`src/rtl/cpu_pkg.sv`:
```
// Shared fetch/decode definitions: widths, reset PC, NOP, fetch states and
// the opcode values the control decoder keys on.
package cpu_pkg;
  localparam int          XLEN     = 32;
  localparam logic [31:0] RESET_PC = 32'h0000_0000;
  localparam logic [31:0] NOP      = 32'h0000_0013;

  typedef enum logic [1:0] {IDLE, REQ, WAIT, HOLD} fetch_state_e;

  localparam logic [6:0] OP_LOAD   = 7'b0000011;
  localparam logic [6:0] OP_STORE  = 7'b0100011;
  localparam logic [6:0] OP_RTYPE  = 7'b0110011;
  localparam logic [6:0] OP_BRANCH = 7'b1100011;
  localparam logic [6:0] OP_JAL    = 7'b1101111;
endpackage

```
`src/rtl/cpu_fetch_if.sv`:
```
// Instruction-memory channel: valid/ready request, single-cycle-pulse response.
interface cpu_fetch_if #(parameter int XLEN = cpu_pkg::XLEN);
  logic            imem_req_valid;
  logic            imem_req_ready;
  logic [XLEN-1:0] imem_addr;
  logic            imem_rsp_valid;
  logic [XLEN-1:0] imem_rsp_data;

  modport master (output imem_req_valid, imem_addr,
                  input  imem_req_ready, imem_rsp_valid, imem_rsp_data);
  modport slave  (input  imem_req_valid, imem_addr,
                  output imem_req_ready, imem_rsp_valid, imem_rsp_data);
endinterface

```
`src/rtl/cpu_pc_reg.sv`:
```
// Program counter: reset load, redirect (word-aligned), +4 on a kept fetch.
module cpu_pc_reg #(
  parameter int              XLEN     = 32,
  parameter logic [XLEN-1:0] RESET_PC = '0
) (
  input  logic            clk,
  input  logic            rst_n,
  input  logic            redir,
  input  logic            inc,
  input  logic [XLEN-1:0] target,
  output logic [XLEN-1:0] pc
);
  always_ff @(posedge clk) begin
    if (!rst_n)     pc <= RESET_PC;
    else if (redir) pc <= target & ~XLEN'(3);
    else if (inc)   pc <= pc + XLEN'(4);
  end
endmodule

```
`src/rtl/cpu_fetch.sv`:
```
// Fetch stage: one outstanding imem request, registered instruction/PC to
// decode, redirect squashes in-flight or held work.
module cpu_fetch #(
  parameter int              XLEN     = cpu_pkg::XLEN,
  parameter logic [XLEN-1:0] RESET_PC = XLEN'(cpu_pkg::RESET_PC)
) (
  input  logic            clk,
  input  logic            rst_n,
  cpu_fetch_if.master     imem,
  output logic            if_valid,
  input  logic            id_ready,
  output logic [XLEN-1:0] if_instr,
  output logic [XLEN-1:0] if_pc,
  output logic [6:0]      if_opcode,
  input  logic            redirect_valid,
  input  logic [XLEN-1:0] redirect_pc
);
  import cpu_pkg::*;

  fetch_state_e    state;
  logic            discard;
  logic            req_valid;
  logic [XLEN-1:0] pc;
  logic            accept, redir, inc;

  assign accept = req_valid && imem.imem_req_ready;
  assign redir  = redirect_valid && (state != IDLE);
  assign inc    = (state == WAIT) && imem.imem_rsp_valid && !discard && !redirect_valid;

  assign imem.imem_req_valid = req_valid;
  assign imem.imem_addr      = pc;
  assign if_opcode           = if_instr[6:0];

  cpu_pc_reg #(.XLEN(XLEN), .RESET_PC(RESET_PC)) u_pc (
    .clk    (clk),
    .rst_n  (rst_n),
    .redir  (redir),
    .inc    (inc),
    .target (redirect_pc),
    .pc     (pc)
  );

  always_ff @(posedge clk) begin
    if (!rst_n) begin
      state     <= IDLE;
      discard   <= 1'b0;
      req_valid <= 1'b0;
      if_valid  <= 1'b0;
      if_instr  <= XLEN'(NOP);
      if_pc     <= '0;
    end else begin
      case (state)
        IDLE: begin
          state     <= REQ;
          req_valid <= 1'b1;
        end
        REQ: begin
          if (redirect_valid) if_valid <= 1'b0;
          // a request accepted alongside a redirect is already stale
          if (accept) begin
            state     <= WAIT;
            req_valid <= 1'b0;
            if (redirect_valid) discard <= 1'b1;
          end
        end
        WAIT: begin
          if (redirect_valid) begin
            if_valid <= 1'b0;
            if (imem.imem_rsp_valid) begin
              discard   <= 1'b0;
              state     <= REQ;
              req_valid <= 1'b1;
            end else begin
              discard <= 1'b1;
            end
          end else if (imem.imem_rsp_valid) begin
            if (discard) begin
              discard   <= 1'b0;
              state     <= REQ;
              req_valid <= 1'b1;
            end else begin
              if_instr <= imem.imem_rsp_data;
              if_pc    <= pc;
              if_valid <= 1'b1;
              state    <= HOLD;
            end
          end
        end
        HOLD: begin
          // redirect wins over id_ready: decode must not commit this cycle
          if (redirect_valid || id_ready) begin
            if_valid  <= 1'b0;
            state     <= REQ;
            req_valid <= 1'b1;
          end
        end
        default: begin
          state     <= IDLE;
          req_valid <= 1'b0;
        end
      endcase
    end
  end
endmodule

```
`src/flat_wrapper.sv`:
```
// flat-port wrapper written by rule: the top's interface ports become plain ports
module cpu_fetch_flat import cpu_pkg::*;
#(
  parameter int              XLEN     = cpu_pkg::XLEN,
  parameter logic [XLEN-1:0] RESET_PC = XLEN'(cpu_pkg::RESET_PC)
)
  (clk, rst_n, if_valid, id_ready, if_instr, if_pc, if_opcode, redirect_valid, redirect_pc, imem_imem_req_valid, imem_imem_addr, imem_imem_req_ready, imem_imem_rsp_valid, imem_imem_rsp_data);
  cpu_fetch_if #(.XLEN(XLEN)) imem_i ();
  input  logic clk;
  input  logic rst_n;
  output logic if_valid;
  input  logic id_ready;
  output logic [XLEN-1:0] if_instr;
  output logic [XLEN-1:0] if_pc;
  output logic [6:0] if_opcode;
  input  logic redirect_valid;
  input  logic [XLEN-1:0] redirect_pc;
  output wire logic [$bits(imem_i.imem_req_valid)-1:0] imem_imem_req_valid;
  output wire logic [$bits(imem_i.imem_addr)-1:0] imem_imem_addr;
  input wire logic [$bits(imem_i.imem_req_ready)-1:0] imem_imem_req_ready;
  input wire logic [$bits(imem_i.imem_rsp_valid)-1:0] imem_imem_rsp_valid;
  input wire logic [$bits(imem_i.imem_rsp_data)-1:0] imem_imem_rsp_data;
  assign imem_imem_req_valid = imem_i.imem_req_valid;
  assign imem_imem_addr = imem_i.imem_addr;
  assign imem_i.imem_req_ready = imem_imem_req_ready;
  assign imem_i.imem_rsp_valid = imem_imem_rsp_valid;
  assign imem_i.imem_rsp_data = imem_imem_rsp_data;
  cpu_fetch #(.XLEN(XLEN), .RESET_PC(RESET_PC)) u_core (.clk(clk), .rst_n(rst_n), .imem(imem_i), .if_valid(if_valid), .id_ready(id_ready), .if_instr(if_instr), .if_pc(if_pc), .if_opcode(if_opcode), .redirect_valid(redirect_valid), .redirect_pc(redirect_pc));
endmodule
```
`config.mk`:
```
export PLATFORM = sky130hd
export DESIGN_NAME = cpu_fetch_flat
export DESIGN_NICKNAME = d
export VERILOG_FILES = /design/src/rtl/cpu_pkg.sv /design/src/rtl/cpu_fetch_if.sv /design/src/rtl/cpu_pc_reg.sv /design/src/rtl/cpu_fetch.sv /design/src/flat_wrapper.sv
export SDC_FILE = /design/constraint.sdc
export NUM_CORES = 1
export LEC_CHECK = 0
export ABC_CLOCK_PERIOD_IN_PS = 3300
export CAP_MARGIN = 20
export CORE_MARGIN = 1.5
export CORE_UTILIZATION = 40
export CTS_BUF_LIST = sky130_fd_sc_hd__clkbuf_4 sky130_fd_sc_hd__clkbuf_8
export DETAILED_ROUTE_END_ITERATION = 8
export GPL_ROUTABILITY_DRIVEN = 0
export GPL_TIMING_DRIVEN = 0
export MAX_ROUTING_LAYER = met4
export PLACE_DENSITY = 0.74
export RECOVER_POWER = 50
export SYNTH_ARGS = -nofsm -noshare
export SYNTH_HDL_FRONTEND = slang
export SYNTH_SLANG_ARGS = --single-unit
```
`constraint.sdc`:
```
create_clock -name clk -period 3.3 [get_ports clk]
set_clock_uncertainty 0.15 [all_clocks]
set_input_delay 0.33 -clock clk [delete_from_list [all_inputs] [get_ports clk]]
set_output_delay 0.33 -clock clk [all_outputs]
set_load 0.01 [all_outputs]
```
==> summary.md <==
| Metric | Value |
|---|---|
| Crit path arrival time | 3060 ps |
| DP Wirelength | 11.08 mm |
| Slew margin rel. | 36.33% |
| Worst setup EP type | register |
| Maxcap violations | 0 |
| Crit path max fanout | 10 |
| Internal power | 1710 µW |
| Die ar. | 11,850 µm² |
| Combinational Power Share | 16.3% |
| Worst Max-Slew Pin Slew | 947.1 ps |
| Fmax | 0.3428 GHz |
| Critical path cell sequence | inv_1, ha_1, nor4bb_1, clkbuf_1, clkbuf_1, clkbuf_1, o2111ai_1, o211ai_1 |
| Critical Path RT | 3440 ps |
| ANT cells | 0 |
| Metal2 WL | 7.167 mm |
| Syn Inst Count | 574 |
| Global route overflow | 0 |
| Port bufs | 168 |
| Power per Cell Area | 368.1 nW/µm² |
| Root Driver | clkbuf_8 |
| Max Root-Sink Buffers | 2 |
| Warnings, synthesis | 0 |
| Most common cell after layout, fill and taps aside | nand2_1 |
| Final slew viol count | 0 |
| Core footprint | 10,890 µm² |
| Area of the mapped netlist | 4484 µm² |
| Initial DRC count | 417 |
| Fin util | 60.00% |
| Critical path launch point type | register |
| Final setup TNS | 0 ps |
| Top Metal Used | met4 |
| Seq/Total Area, Yosys | 43.30% |
| Initial DRT Pass Iterations | 7 |
| Multi-input logic area | 2288 µm² |
| Crit Path Class | reg -> reg |
| CTS Buf Count | 9 |
| Antenna violations before repair | 0 |
| Peak supply drop | 0.1977 mV |
| Min cycle time layout | 2917 ps |
| Setup repair after global routing missed its margin | false |
| Layout cells sized above 1 | 5.125% |
| Clk sinks | 97 |
| Mean Syn Cell Area | 7.812 µm² |
| Outcome | finished, final reports clean |
| Clock latency on the worst-skew pair | 370 ps |
| Final setup viols | 0 |
| Met1 wire length | 6.366 mm |
| CP peak stage delay | 490 ps |
| FF+latch count, synth | 97 |
| CP max-delay cell | clkbuf_1 |
| IO Count | 175 |
| Clk pin slew, worst setup/hold paths | 90 ps |
| CTS resizes | 0 |
| CP most frequent cell | clkbuf_1 |
| Starting Density | 41.19% |
| CP endpoint | u_core.u_pc.pc[16] |
| Commonest cells after routing, fill and taps aside | nand2_1, dlygate4sd3_1, dfxtp_1 |
| H-tree Lvls | 3 |
| Async set or reset register ratio after synthesis | 0% |
| Synth-to-layout area growth | 45.68% |
| Largest net degree at the start of global routing | 17 |
| DR WL/cell | 16.64 µm |
| HP Class | reg -> reg |
| Cts hold-fix bufs | 0 |
| Flip-flop and latch area | 1942 µm² |
| Final Hold Viols | 0 |
| Sw Pwr | 694.6 µW |
| First-pass GRT wire length | 22.99 mm |
| Reg-to-reg endpoint | u_core.u_pc.pc[16] |
| FF-to-FF setup slack | 380 ps |
| EDFF count, synth | 0 |
| Switching share of total power | 28.88% |
| DRC | 0 |
| Post-CTS setup buffers | 0 |
| Top_reg_cell synth | dfxtp_1 |
| Fin crit share | 88.40% |
| Crit path from | u_core.state[0] |
| Die H | 108.9 µm |
| Final #Nets | 831 |
| Vias in the first global route | 4,653 |
| Clock share of power | 30.5% |
| P_leak | 0.002439 µW |
| Routed vias/inst | 5.537 |
| Fillers | 1,014 |
| Rows | 38 |
| DR vias | 4,989 |
| Reg power frac | 53.2% |
| Met3 wire len | 1.187 mm |
| CTS tree | yes |
| Die W | 108.9 µm |
| Final ANT Viol Nets | 0 |
| Routed WL | 14.99 mm |
| Netlist cell types | 62 |
| All-layer global routing usage | 25.82% |
| FF-to-FF path depth | 8 |
| R2R Path Start | u_core.state[0] |
## layer usage
metal	track usage, %	up-vias
met4	9.680	0
met3	4.603	28
li1	-	2382
met5	-	-
met2	41.65	248
met1	32.17	2331
## worst min path at each step
stage,from,to,slack (ps),cells past startpoint
finish,u_core.if_instr[25],u_core.if_instr[25],300,2
global route,u_core.if_instr[25],u_core.if_instr[25],320,2
CTS,u_core.if_pc[15],u_core.if_pc[15],310,2
detailed placement,u_core.if_pc[9],u_core.if_pc[9],300,2
global placement,u_core.if_instr[26],u_core.if_instr[26],290,2
floorplan,imem_imem_rsp_data[0],u_core.if_instr[0],300,2
## critical path, delay by kind of cell, from the launching register on
family,cells,cell delay [ps]
adder cells (fa/ha/maj),1,260
buffers and inverters,4,1520
AO/OA/AOI/OAI,2,320
AND/OR/NAND/NOR,1,250
flip-flops,1,340
## cells in the mapped netlist (all sizes together), types with 4 or more instances
cell / count / area (µm²)
nand3: 27 / 135.1
a211oi: 6 / 45.04
dfxtp: 97 / 1942
nor2: 12 / 45.04
nor4: 10 / 75.07
or4: 4 / 30.03
o21ai: 14 / 70.07
xnor2: 5 / 43.79
and3: 9 / 56.30
nand2: 146 / 555.5
ha: 5 / 62.56
inv: 6 / 22.52
a21oi: 74 / 370.4
nand4: 18 / 127.6
nor3: 14 / 70.07
a31oi: 7 / 43.79
and4: 4 / 36.29
clkbuf: 35 / 131.4
buf: 17 / 107.6
o31ai: 4 / 30.03
## per-stage QoR
step	power (µW)	instance area, µm²	hold WS, ps	setup slack [ps]	cells
2_1_floorplan	1476	4496	304.1	1166	577
3_3_place_gp	1697	6352	291.2	241.1	885
3_5_place_dp	1706	6352	295.9	204.3	885
4_1_cts	2431	6533	309.1	426.8	901
5_1_grt	2494	6533	324.9	130.5	901
6_report	2405	6533	304.3	383.0	901
## power groups by stage
| stage | sequential (µW) | clock [µW] | combinational [µW] |
|---|---|---|---|
| after floorplan | 1310 | 0 | 168 |
| after global placement | 1310 | 0 | 391 |
| after detailed placement | 1310 | 0 | 399 |
| after CTS | 1280 | 750 | 402 |
| after global routing | 1290 | 784 | 423 |
| final | 1280 | 734 | 391 |
## sequential cells by signal, summed over array words and instances (netlist names)
name and flops:
u_core.if_instr 32, u_core.if_pc 30, u_core.u_pc.pc 30, u_core.state 2, u_core.discard 1, u_core.if_valid 1, u_core.imem.imem_req_valid 1
## final cells by class
class	instances	share of cell area, %
multi-input cells	421	35.03
flip-flops and latches	97	29.73
repair buffers	168	25.74
plain buffers	52	3.658
well taps	140	2.681
clock buffers	10	2.107
clock inverters	6	0.6512
inverters	7	0.4022
## cell families after synthesis
group           synth area share, %
fa+ha+maj                     1.395
mux                          0.9208
other cells                 0.08363
compound gates                18.05
buf+inv                       5.915
xor+xnor                      1.367
simple gates                  28.96
flops                         43.30
(Power assumes the default switching activity.)
